$ cat src/rtl/cb_config_chain.sv
// Connection-box tile with a serially loaded, parity-checked configuration frame.
// A shadow chain collects the frame; a commit validates it and copies it into the active routing register.
module cb_config_chain #(
  parameter int CHAN_W = 4,
  parameter int CLB_IN = 4
) (
  input  logic              prog_clk,
  input  logic              prog_rst_n,
  input  logic              prog_en,
  input  logic              prog_in,
  input  logic              prog_commit,
  output logic              prog_out,
  output logic              cfg_valid,
  output logic              cfg_err,
  output logic              cfg_busy,
  input  logic [CHAN_W-1:0] chan_in,
  input  logic [CHAN_W-1:0] side_in,
  input  logic              clb_out,
  output logic [CHAN_W-1:0] chan_out,
  output logic [CHAN_W-1:0] side_out,
  output logic [CLB_IN-1:0] clb_in
);

  localparam int SEL_W   = $clog2(2 * CHAN_W);
  localparam int CFG_LEN = CLB_IN * SEL_W + 2 * CHAN_W;
  localparam int FRAME   = CFG_LEN + 1;
  localparam int CNT_W   = $clog2(FRAME + 2);
  localparam logic [CNT_W-1:0] CNT_FULL = CNT_W'(FRAME);
  localparam logic [CNT_W-1:0] CNT_SAT  = CNT_W'(FRAME + 1);

  typedef enum logic [1:0] {IDLE, SHIFT, CHECK, ERR} state_t;

  state_t             state_reg, state_next;
  logic [FRAME-1:0]   shadow_reg, shadow_next;
  logic [CFG_LEN-1:0] active_reg, active_next;
  logic [CNT_W-1:0]   count_reg, count_next;
  logic               valid_reg, valid_next;
  logic               err_reg, err_next;
  logic [FRAME-1:0]   shifted;

  assign shifted = {prog_in, shadow_reg[FRAME-1:1]};

  always_ff @(posedge prog_clk or negedge prog_rst_n) begin
    if (!prog_rst_n) begin
      state_reg  <= IDLE;
      shadow_reg <= '0;
      active_reg <= '0;
      count_reg  <= '0;
      valid_reg  <= 1'b0;
      err_reg    <= 1'b0;
    end else begin
      state_reg  <= state_next;
      shadow_reg <= shadow_next;
      active_reg <= active_next;
      count_reg  <= count_next;
      valid_reg  <= valid_next;
      err_reg    <= err_next;
    end
  end

  always_comb begin
    state_next  = state_reg;
    shadow_next = shadow_reg;
    active_next = active_reg;
    count_next  = count_reg;
    valid_next  = valid_reg;
    err_next    = err_reg;
    unique case (state_reg)
      IDLE: begin
        if (prog_commit) begin
          state_next = CHECK;
        end else if (prog_en) begin
          shadow_next = shifted;
          count_next  = CNT_W'(1);
          state_next  = SHIFT;
        end
      end
      SHIFT: begin
        // Commit wins over a same-cycle shift, so that bit is dropped.
        if (prog_commit) begin
          state_next = CHECK;
        end else if (prog_en) begin
          shadow_next = shifted;
          if (count_reg != CNT_SAT) count_next = count_reg + CNT_W'(1);
        end
      end
      CHECK: begin
        if ((count_reg == CNT_FULL) && ((^shadow_reg) == 1'b0)) begin
          active_next = shadow_reg[FRAME-1:1];
          valid_next  = 1'b1;
          err_next    = 1'b0;
          count_next  = '0;
          state_next  = IDLE;
        end else begin
          err_next   = 1'b1;
          state_next = ERR;
        end
      end
      ERR: begin
        if (prog_en) begin
          shadow_next = shifted;
          count_next  = CNT_W'(1);
          state_next  = SHIFT;
        end
      end
      default: state_next = IDLE;
    endcase
  end

  assign prog_out  = shadow_reg[0];
  assign cfg_valid = valid_reg;
  assign cfg_err   = err_reg;
  assign cfg_busy  = (state_reg != IDLE);

  // Source vector: odd entries come from the channel side, even from the opposite side.
  logic [2*CHAN_W-1:0] src;

  genvar gi;
  generate
    for (gi = 0; gi < CHAN_W; gi++) begin : g_chan
      assign src[2*gi+1]  = chan_in[gi];
      assign src[2*gi]    = side_in[gi];
      assign chan_out[gi] = valid_reg & (active_reg[2*gi+1] ? clb_out : side_in[gi]);
      assign side_out[gi] = valid_reg & (active_reg[2*gi]   ? clb_out : chan_in[gi]);
    end
    for (gi = 0; gi < CLB_IN; gi++) begin : g_clb
      logic [SEL_W-1:0] sel;
      assign sel        = active_reg[2*CHAN_W + (gi+1)*SEL_W - 1 -: SEL_W];
      assign clb_in[gi] = valid_reg & src[sel];
    end
  endgenerate

endmodule
$ cat config.mk
export PLATFORM = sky130hd
export DESIGN_NAME = cb_config_chain
export DESIGN_NICKNAME = d
export VERILOG_FILES = /design/src/rtl/cb_config_chain.sv
export SDC_FILE = /design/constraint.sdc
export NUM_CORES = 1
export LEC_CHECK = 0
export ABC_AREA = 1
export CORE_UTILIZATION = 50
export DETAILED_ROUTE_END_ITERATION = 8
export PLACE_DENSITY = 0.71
export SLEW_MARGIN = 10
export SYNTH_ARGS = -nofsm -noshare
export SYNTH_HDL_FRONTEND = slang
export SYNTH_SLANG_ARGS = --single-unit
$ cat constraint.sdc
create_clock -name prog_clk -period 2.3 [get_ports prog_clk]
set_clock_uncertainty 0.15 [all_clocks]
set_input_delay 0.345 -clock prog_clk [delete_from_list [all_inputs] [get_ports prog_clk]]
set_output_delay 0.345 -clock prog_clk [all_outputs]
set_load 0.01 [all_outputs]
==> flow_metrics.py, run 1 <==
metrics = {
    "placement": {
        "gp_congestion": 0.814,
        "dp_hpwl_um": 4700,
        "dp_cells": 510,
        "numPortBuffers": 29,
    },
    "power": {
        "clkPwrFrac": 0.143,
        "ir_drop_uv": 623,
        "swShare": 0.468,
        "p_leak_uw": 0.00173,
        "intPower_uw": 1900,
        "p_per_area_mw_per_mm2": 1030,
        "p_seq_frac": 0.364,
        "p_comb_frac": 0.493,
        "power.switching_uw": 1680,
    },
    "setup_path": {
        "required_ns": 1.80,
        "regToRegEndpoint": "active_reg[18]$_DFFE_PN0P_",
        "critPathMaxFanout": 6,
        "rrSetupSlack_ns": 0.22,
        "worstPathArrival_ns": 1.74,
        "endpoint_kind": "output pin",
        "cp_common_cell": "inv_1",
        "reg2reg_depth": 14,
        "slowest_stage": "clkdlybuf4s50_1",
        "start_kind": "register",
        "worstSetupPathType": "reg2out",
        "regToRegStartpoint": "shadow_reg[9]$_DFFE_PN0P_",
        "worstPathCellList": "inv_1 -> ha_1 -> inv_1 -> clkdlybuf4s50_1",
        "slowest_delay_ns": 0.53,
    },
    "routing": {
        "num_vias": 2665,
        "top_layer": "met4",
        "wl_met1_um": 2990,
        "ant_nets": 0,
        "met3RoutedLength_um": 261,
        "met2_wirelength_um": 2930,
        "drtIter0Drc": 180,
        "drc": 0,
        "dr.pass1.iters": 5,
        "drt-total-wl_um": 6240,
        "vias_per_cell": 5.13,
        "wl_per_cell_um": 12.0,
    },
    "die": {
        "core_mm2": 0.00564,
        "die-area_mm2": 0.00628,
        "start_util": 0.529,
        "io_pins": 30,
        "std_cell_rows": 27,
        "die_w_um": 79.2,
        "die_y_um": 79.2,
    },
    "global_route": {
        "grt_first_pass_wirelength_um": 10800,
        "grt_pass1_vias": 2405,
        "grt_usage": 0.221,
        "grt_max_degree": 34,
        "grt_overflow": 0,
        "antenna_found_initial": 0,
    },
    "yosys": {
        "ys_types": 26,
        "seq_area_frac_synth": 0.419,
        "synth_warnings": 0,
        "async_reset_ff_frac": 1.00,
        "postSynthNetCount": 430,
        "synthCells": 407,
        "avgSynthCellArea_um2": 7.33,
        "synth.area.top_cells": "dfrtp_1 (42%), nand2_1 (19%), o21ai_0 (5.4%)",
        "syn-cell-area_mm2": 0.00298,
        "synth_flop_cell": "dfrtp_1",
        "synth_seq_cells": 50,
        "synth-edff-count": 0,
        "yosys.area.top_type": "dfrtp_1",
        "synth_top_area_share": 0.419,
    },
    "finish": {
        "syn_to_final_growth_pct": 17.0,
        "largest_register_ff_count": 21,
        "instances_no_fill": 519,
        "drive_gt1_frac": 0.139,
        "diodes": 0,
        "fin_util": 0.619,
        "nNetsFinal": 469,
    },
    "cts": {
        "clkSlewWorstSetupHoldPaths_ns": 0.09,
        "cts_tree": "done",
        "cts_root_buffer": "clkbuf_8",
        "cts_buffers": 5,
        "cts_sinks": 50,
        "cts_max_level": 2,
        "clk_path_buf_depth": 2,
        "insertion_delay_ns": 0.31,
    },
    "sta": {
        "setup_viol": 0,
        "period_share": 0.970,
        "period_needed_ns": 2.23,
        "slew_headroom": 0.613,
        "tightest_slew_ns": 0.580,
        "hold_violations": 0,
        "rsz0062_at_grt": "no",
        "maxSlewViolCount": 0,
        "fmax_mhz": 448,
        "setup_tns_ns": 0,
    },
    "flow_run": {
        "max_cap_violations": 0,
    },
    "min_path": {
        "min_from": "active_reg[4]$_DFFE_PN0P_",
        "holdPathStages": 2,
        "holdCritPathClass": "reg2reg",
        "hold_end": "active_reg[4]$_DFFE_PN0P_",
    },
    "status": {
        "status": "finished clean",
    },
}
==> repair_timing <==
item	in CTS	in global routing
resized for setup	4	13
hold buffers	1	0
buffers inserted	0	0
hold endpoints to repair	19	0
setup endpoints to repair	4	24
==> cell usage after synthesis, drive strengths merged, types with 4 or more instances <==
cell    instances
nand2         154
o21ai          72
dfrtp          50
inv            48
a21oi          24
nor2           18
ha              9
nand3           7
o211ai          5
a311oi          4
clkbuf          4
==> worst max-delay path by stage <==
stage	from	endpoint	cells after the start
2_1_floorplan	shadow_reg[0]$_DFFE_PN0P_	active_reg[7]$_DFFE_PN0P_	15
3_3_place_gp	chan_in[0]	clb_in[2]	8
3_5_place_dp	chan_in[0]	clb_in[2]	8
4_1_cts	chan_in[1]	side_out[1]	5
5_1_grt	shadow_reg[9]$_DFFE_PN0P_	active_reg[9]$_DFFE_PN0P_	14
6_report	state_reg[0]$_DFFE_PN0P_	cfg_busy	4
==> layout by cell type, fill, tap and decap left out, drive strengths merged <==
cell	count
a21oi	24
a311oi	4
buf	10
clkbuf	7
clkdlybuf4s50	19
clkinv	2
clkinvlp	1
dfrtp	50
dlygate4sd2	2
dlygate4sd3	1
dlymetal6s2s	5
ha	9
inv	48
nand2	154
nand3	7
nand4	3
nor2	18
nor3	1
o211ai	5
o21ai	72
o22ai	1
or2	3
xor2	1
==> cell families after synthesis <==
group                      count (synthesis)  synth area share
AOI/OAI and AO/OA                        106             0.208
buffers and inverters                     55            0.0776
and+or+nand+nor                          186             0.255
xor gates and xnor gates                   1           0.00294
DFF                                       50             0.419
adders and majority gates                  9            0.0378
==> routing by layer <==
| metal | up-vias | GRT usage |
|---|---|---|
| met5 | - | 0 |
| met4 | 0 | 0.0709 |
| met3 | 5 | 0.0379 |
| met2 | 46 | 0.370 |
| met1 | 1219 | 0.290 |
| li1 | 1395 | - |
==> metrics by stage <==
| step | power, uW | setup WS (ns) | hold WS, ns | cell area [um^2] |
|---|---|---|---|---|
| floorplan | 2620 | 0.458 | -0.101 | 2980 |
| global placement | 2990 | -0.190 | 0.195 | 3380 |
| detailed placement | 3070 | -0.225 | 0.193 | 3380 |
| CTS | 3590 | 0.00591 | 0.364 | 3480 |
| global route | 3950 | 0.00493 | 0.397 | 3490 |
| finish | 3580 | 0.0695 | 0.364 | 3490 |
==> worst max-delay path: cells and delay by family (launching register included) <==
kind,cells,cell delay (ns)
fa+ha+maj,1,0.21
buf+inv,3,0.74
flops,1,0.48
==> power by group through the flow <==
stage	combinational, uW	sequential, uW	clock (uW)
2_1_floorplan	1350	1270	0
3_3_place_gp	1690	1300	0
3_5_place_dp	1760	1310	0
4_1_cts	1760	1300	528
5_1_grt	2050	1330	563
6_report	1760	1300	513
==> area by class of cell <==
type | count | area (um^2)
repair buffers | 39 | 363
multi-input cells | 302 | 1510
clock buffers | 5 | 68.8
fillers | 498 | 2150
clock inverters | 3 | 21.3
flip-flops and latches | 50 | 1250
inverters | 48 | 185
well taps | 72 | 90.1
(Power assumes the default switching activity.)
==> run 2, diff against run 1 <==
Settings changed: SKIP_CTS_REPAIR_TIMING set to 1.
==> flow_metrics.py, run 2 (synthesized netlist as in run 1, its figures left out) <==
metrics = {
    "global_route": {
        "grt_first_pass_wirelength_um": 10800,
        "grt.met3_usage": 0.0379,
        "busiest_layer": "met2",
        "antenna_found_initial": 0,
        "grt_pass1_vias": 2402,
        "grt_max_degree": 34,
        "grt_overflow": 0,
        "met2_usage": 0.370,
        "gr-usage-met1": 0.289,
        "grt_usage": 0.221,
    },
    "finish": {
        "nNetsFinal": 469,
        "seq_area_mm2": 0.00125,
        "largest_register_ff_count": 21,
        "syn_to_final_growth_pct": 17.8,
        "final_common_cell": "nand2_1",
        "fin_util": 0.623,
        "final_cell_mix": "nand2_1 (153), dfrtp_1 (50), o21ai_0 (32), inv_1 (29), a21oi_1 (24)",
        "fillers": 495,
        "drive_gt1_frac": 0.134,
        "multiInputGateArea_mm2": 0.00151,
        "diodes": 0,
    },
    "power": {
        "p_leak_uw": 0.00179,
        "finalPower_uw": 3580,
        "ir_drop_uv": 623,
        "p_per_area_mw_per_mm2": 1020,
    },
    "cts": {
        "cts_sinks": 50,
        "cts_tree": "done",
        "cts_buffers": 5,
        "insertion_delay_ns": 0.31,
        "cts_max_level": 2,
        "clkSlewWorstSetupHoldPaths_ns": 0.09,
        "cts_root_buffer": "clkbuf_8",
        "clk_path_buf_depth": 2,
    },
    "routing": {
        "drtIter0Drc": 180,
        "drc": 0,
        "drt-total-wl_um": 6240,
        "dr.pass1.iters": 5,
        "vias_per_cell": 5.13,
        "num_vias": 2665,
        "ant_nets": 0,
        "wl_per_cell_um": 12.0,
    },
    "status": {
        "status": "finished clean",
    },
    "flow_run": {
        "max_cap_violations": 0,
    },
    "sta": {
        "rsz0062_at_grt": "no",
        "fin_ws_ns": 0.0695,
        "period_needed_ns": 2.23,
        "period_share": 0.970,
        "setup_viol": 0,
        "slew_headroom": 0.613,
        "tightest_slew_ns": 0.580,
        "worst_hold_slack_ns": 0.364,
        "maxSlewViolCount": 0,
        "hold_violations": 0,
        "setup_tns_ns": 0,
        "fmax_mhz": 448,
    },
    "die": {
        "die_w_um": 79.2,
        "io_pins": 30,
        "die_y_um": 79.2,
        "core_mm2": 0.00564,
        "die-area_mm2": 0.00628,
        "std_cell_rows": 27,
        "start_util": 0.529,
    },
    "min_path": {
        "min_from": "active_reg[4]$_DFFE_PN0P_",
        "holdPathStages": 2,
        "holdCritPathClass": "reg2reg",
        "hold_end": "active_reg[4]$_DFFE_PN0P_",
    },
    "placement": {
        "gp_congestion": 0.814,
        "numPortBuffers": 29,
        "post-place-ws_ns": -0.225,
        "dp_hpwl_um": 4700,
    },
    "setup_path": {
        "regToRegEndpoint": "active_reg[18]$_DFFE_PN0P_",
        "worstPathArrival_ns": 1.74,
        "rrSetupSlack_ns": 0.22,
        "reg2reg_depth": 14,
        "worstSetupPathType": "reg2out",
        "required_ns": 1.80,
        "critPathMaxFanout": 6,
        "endpoint_kind": "output pin",
        "regToRegStartpoint": "shadow_reg[9]$_DFFE_PN0P_",
        "start_kind": "register",
    },
}
run 2: stage by stage:
step	cells	instance area, um^2
after floorplan	407	2980
after global placement	510	3380
after detailed placement	510	3380
after CTS	518	3470
after global routing	519	3510
final	519	3510
run 2: area by class of cell:
cell class | instances | area share
clock inverter | 3 | 0.00605
clock buffer | 5 | 0.0196
tap | 72 | 0.0256
multi-input combinational | 302 | 0.430
inverter | 48 | 0.0527
sequential | 50 | 0.356
timing repair buffer | 39 | 0.110
run 2: layer usage:
layer | part of all wire | vias to the layer above
met5 | 0 | -
met1 | 0.48 | 1219
li1 | - | 1395
met2 | 0.47 | 46
met4 | 0.010 | 0
met3 | 0.042 | 5
run 2: report_power, final:
| group | internal (uW) | switching [uW] | total (uW) |
|---|---|---|---|
| sequential | 1070 | 229 | 1300 |
| combinational | 616 | 1150 | 1760 |
| clock | 214 | 299 | 513 |
| total | 1900 | 1680 | 3580 |
run 2: worst max path at each step:
stage | depth (start not counted) | start | endpoint
after floorplan | 15 | shadow_reg[0]$_DFFE_PN0P_ | active_reg[7]$_DFFE_PN0P_
after global placement | 8 | chan_in[0] | clb_in[2]
after detailed placement | 8 | chan_in[0] | clb_in[2]
after CTS | 8 | chan_in[0] | clb_in[2]
after global routing | 14 | shadow_reg[9]$_DFFE_PN0P_ | active_reg[9]$_DFFE_PN0P_
final | 4 | state_reg[0]$_DFFE_PN0P_ | cfg_busy
run 2: critical path, cell delays in order (launching register included):
cell,delay (ns)
dfrtp_1,0.48
inv_1,0.14
ha_1,0.21
inv_1,0.07
clkdlybuf4s50_1,0.53
==> RTL change: new RTL, settings of run 1 <==
Add an input register stage for `prog_en`, `prog_in`, `prog_commit`, `chan_in`, `side_in` and `clb_out`, without a reset; this delays them by one clock.
--- a/src/rtl/cb_config_chain.sv
+++ b/src/rtl/cb_config_chain.sv
@@ -30,6 +30,22 @@
 
   typedef enum logic [1:0] {IDLE, SHIFT, CHECK, ERR} state_t;
 
+  logic prog_en_q;
+  logic prog_q;
+  logic prog_commit_q;
+  logic [CHAN_W-1:0] chan_q;
+  logic [CHAN_W-1:0] side_q;
+  logic clb_out_q;
+
+  always_ff @(posedge prog_clk) begin
+    prog_en_q     <= prog_en;
+    prog_q        <= prog_in;
+    prog_commit_q <= prog_commit;
+    chan_q        <= chan_in;
+    side_q        <= side_in;
+    clb_out_q     <= clb_out;
+  end
+
   state_t             state_reg, state_next;
   logic [FRAME-1:0]   shadow_reg, shadow_next;
   logic [CFG_LEN-1:0] active_reg, active_next;
@@ -38,7 +54,7 @@
   logic               err_reg, err_next;
   logic [FRAME-1:0]   shifted;
 
-  assign shifted = {prog_in, shadow_reg[FRAME-1:1]};
+  assign shifted = {prog_q, shadow_reg[FRAME-1:1]};
 
   always_ff @(posedge prog_clk or negedge prog_rst_n) begin
     if (!prog_rst_n) begin
@@ -67,9 +83,9 @@
     err_next    = err_reg;
     unique case (state_reg)
       IDLE: begin
-        if (prog_commit) begin
+        if (prog_commit_q) begin
           state_next = CHECK;
-        end else if (prog_en) begin
+        end else if (prog_en_q) begin
           shadow_next = shifted;
           count_next  = CNT_W'(1);
           state_next  = SHIFT;
@@ -77,9 +93,9 @@
       end
       SHIFT: begin
         // Commit wins over a same-cycle shift, so that bit is dropped.
-        if (prog_commit) begin
+        if (prog_commit_q) begin
           state_next = CHECK;
-        end else if (prog_en) begin
+        end else if (prog_en_q) begin
           shadow_next = shifted;
           if (count_reg != CNT_SAT) count_next = count_reg + CNT_W'(1);
         end
@@ -97,7 +113,7 @@
         end
       end
       ERR: begin
-        if (prog_en) begin
+        if (prog_en_q) begin
           shadow_next = shifted;
           count_next  = CNT_W'(1);
           state_next  = SHIFT;
@@ -118,10 +134,10 @@
   genvar gi;
   generate
     for (gi = 0; gi < CHAN_W; gi++) begin : g_chan
-      assign src[2*gi+1]  = chan_in[gi];
-      assign src[2*gi]    = side_in[gi];
-      assign chan_out[gi] = valid_reg & (active_reg[2*gi+1] ? clb_out : side_in[gi]);
-      assign side_out[gi] = valid_reg & (active_reg[2*gi]   ? clb_out : chan_in[gi]);
+      assign src[2*gi+1]  = chan_q[gi];
+      assign src[2*gi]    = side_q[gi];
+      assign chan_out[gi] = valid_reg & (active_reg[2*gi+1] ? clb_out_q : side_q[gi]);
+      assign side_out[gi] = valid_reg & (active_reg[2*gi]   ? clb_out_q : chan_q[gi]);
     end
     for (gi = 0; gi < CLB_IN; gi++) begin : g_clb
       logic [SEL_W-1:0] sel;
Formal check against the unedited RTL: not equivalent (a bounded check fails within 4 cycles, from zero or initial values and one cycle with prog_rst_n low).
==> RTL change against run 1 <==
Power is 15% higher. Utilization is 1.5 points higher. Setup slack better by 0.024 ns. Design area is 10% higher. Via count is 3.6% higher. Non-clock buffer count is 5 lower. Routed wire length is 12% higher. Maximum frequency is 1.1% higher. Critical path type unchanged. Sequential cell count is 12 higher. Sequential power is 15% higher. Critical endpoint unchanged. Synthesized area is 8.1% higher.
==> RTL change: results (changes against run 1) <==
vias in the first global route=2697 (+12%); Hold Path Class=input pin to flip-flop; DP HPWL=5.02 mm (+6.8%); Netlist cell types=25 (-3.8%); Post-Syn Nets=444 (+3.3%); Clk Latency, worst-skew pair=0.34 ns (+0.03 ns); Mapped Cells=421 (+3.4%); worst reg2reg path startpoint=shadow_reg[3]; Hold Startpoint=prog_commit; ranking of synthesized cells by area=dfrtp_1, nand2_1, dfxtp_1, o21ai_0, inv_1; pin count of the biggest net entering global routing=43 (+26%); layout cell share with drive strength beyond 1=12.1% (-1.8 points); Sw Ratio=39.6% (-7.2 points); Worst-path clk slew=0.07 ns (-0.02 ns); WP data arrival=1.71 ns (-0.03 ns); LEAKAGE=1.85 nW (+6.9%); peak supply drop=0.709 mV (+14%); Cells after DPL=521 (+2.2%); initial DRC count=137 (-24%); fin nets=482 (+2.8%); Hold WS=0.293 ns (-0.0708 ns); crit path to=cfg_busy; status=finished, final reports clean; worst slew pin tran=0.601 ns (+0.0207 ns); H-tree levels=3 (+1); DR WL/cell=13.0 um (+7.8%); asr flop ratio synth=80.6% (-19 points); drc violations=0 (unchanged); global-route usage over all layers=23.7% (+1.6 points); Via density=5.12 (-0.24%); routability cong.=0.820 (+0.70%); reg2reg setup slack=0.27 ns (+0.05 ns); CTS Buf Count=9 (+4); most frequent cells after synthesis=nand2_1, dfrtp_1, o21ai_0; Primary FF master, synth=dfrtp_1; first-pass GRT wire length=11.7 mm (+8.4%); DRT Wirelength=6.99 mm (+12%); post-synthesis sequential area ratio=46.3% (+4.3 points); reg2reg end=count_reg[0]; Initial DRT Pass Iterations=4 (-1); antenna violations before repair=0 (unchanged)
==> RTL change: cell count changes after synthesis, moves of 2 or more <==
cell / delta
o21ai_0: +14
inv_2: -4
o21ai_1: -13
dfxtp_1: +12
a21oi_1: -2
nand3_1: +2
or2_2: -2
inv_1: +6
==> RTL change: cell type report <==
type | count | area, um2
Clock buffer | 13 | 169
Clock inverter | 3 | 65.1
Fill cell | 516 | 2220
Inverter | 50 | 193
Multi-Input combinational cell | 302 | 1500
Sequential cell | 62 | 1490
Tap cell | 75 | 93.8
Timing Repair Buffer | 34 | 333
==> RTL change: critical path, delay by kind of cell (launching register included) <==
kind,cells,cell delay (ns)
buf+inv,3,0.72
fa+ha+maj,1,0.20
flops,1,0.44
==> RTL change: cell families (layout without fill, tap and decap cells) <==
group           Yosys count  count (layout)  synth area share, %
compound gates          106             106                 19.3
xor+xnor                  1               1                0.272
fa+ha+maj                 9               9                 3.49
buf+inv                  57             100                 7.41
flops                    62              62                 46.3
simple gates            186             186                 23.3
==> RTL change: worst min-delay path by stage <==
stage	endpoint	cells past startpoint
floorplan	active_reg[0]	0
CTS	prog_commit_q	1
global route	chan_q[3]	1
global placement	cfg_valid	1
detailed placement	cfg_valid	1
finish	prog_commit_q	1
==> RTL change: through the flow <==
stage                     utilization (%)  total power, mW  setup WS, ns  area (um2)
final                                63.4             4.12        0.0937        3840
after global routing                 63.4             4.47       0.00461        3840
after CTS                            63.2             4.13      0.000246        3830
after detailed placement             59.3             3.02         0.177        3590
after global placement               59.3             2.97         0.166        3590
after floorplan                         -             2.61         0.459        3220
==> RTL change: layer usage <==
metal	wire (um)	part of all wire [%]	GRT usage (%)	vias to the layer above
met5	0	0	0	-
met4	68	0.97	9.12	0
met3	287	4.1	6.48	9
met2	3460	50	42.5	49
met1	3170	45	26.6	1275
li1	-	-	-	1428
==> RTL change: power groups by stage <==
stage / Clock, mW / Combinational [mW] / Sequential, mW
2_1_floorplan: 0 / 1.16 / 1.46
3_3_place_gp: 0 / 1.47 / 1.50
3_5_place_dp: 0 / 1.51 / 1.51
4_1_cts: 1.13 / 1.52 / 1.49
5_1_grt: 1.18 / 1.76 / 1.52
6_report: 1.11 / 1.51 / 1.49
==> RTL change: timing repair <==
action                                 4_1_cts  5_1_grt
pin swaps                                    0        1
endpoints found under the hold margin       22        0
setup endpoints to repair                    4       17
setup buffers                                0        1
hold buffers                                 1        0
gates resized for setup                      4        2
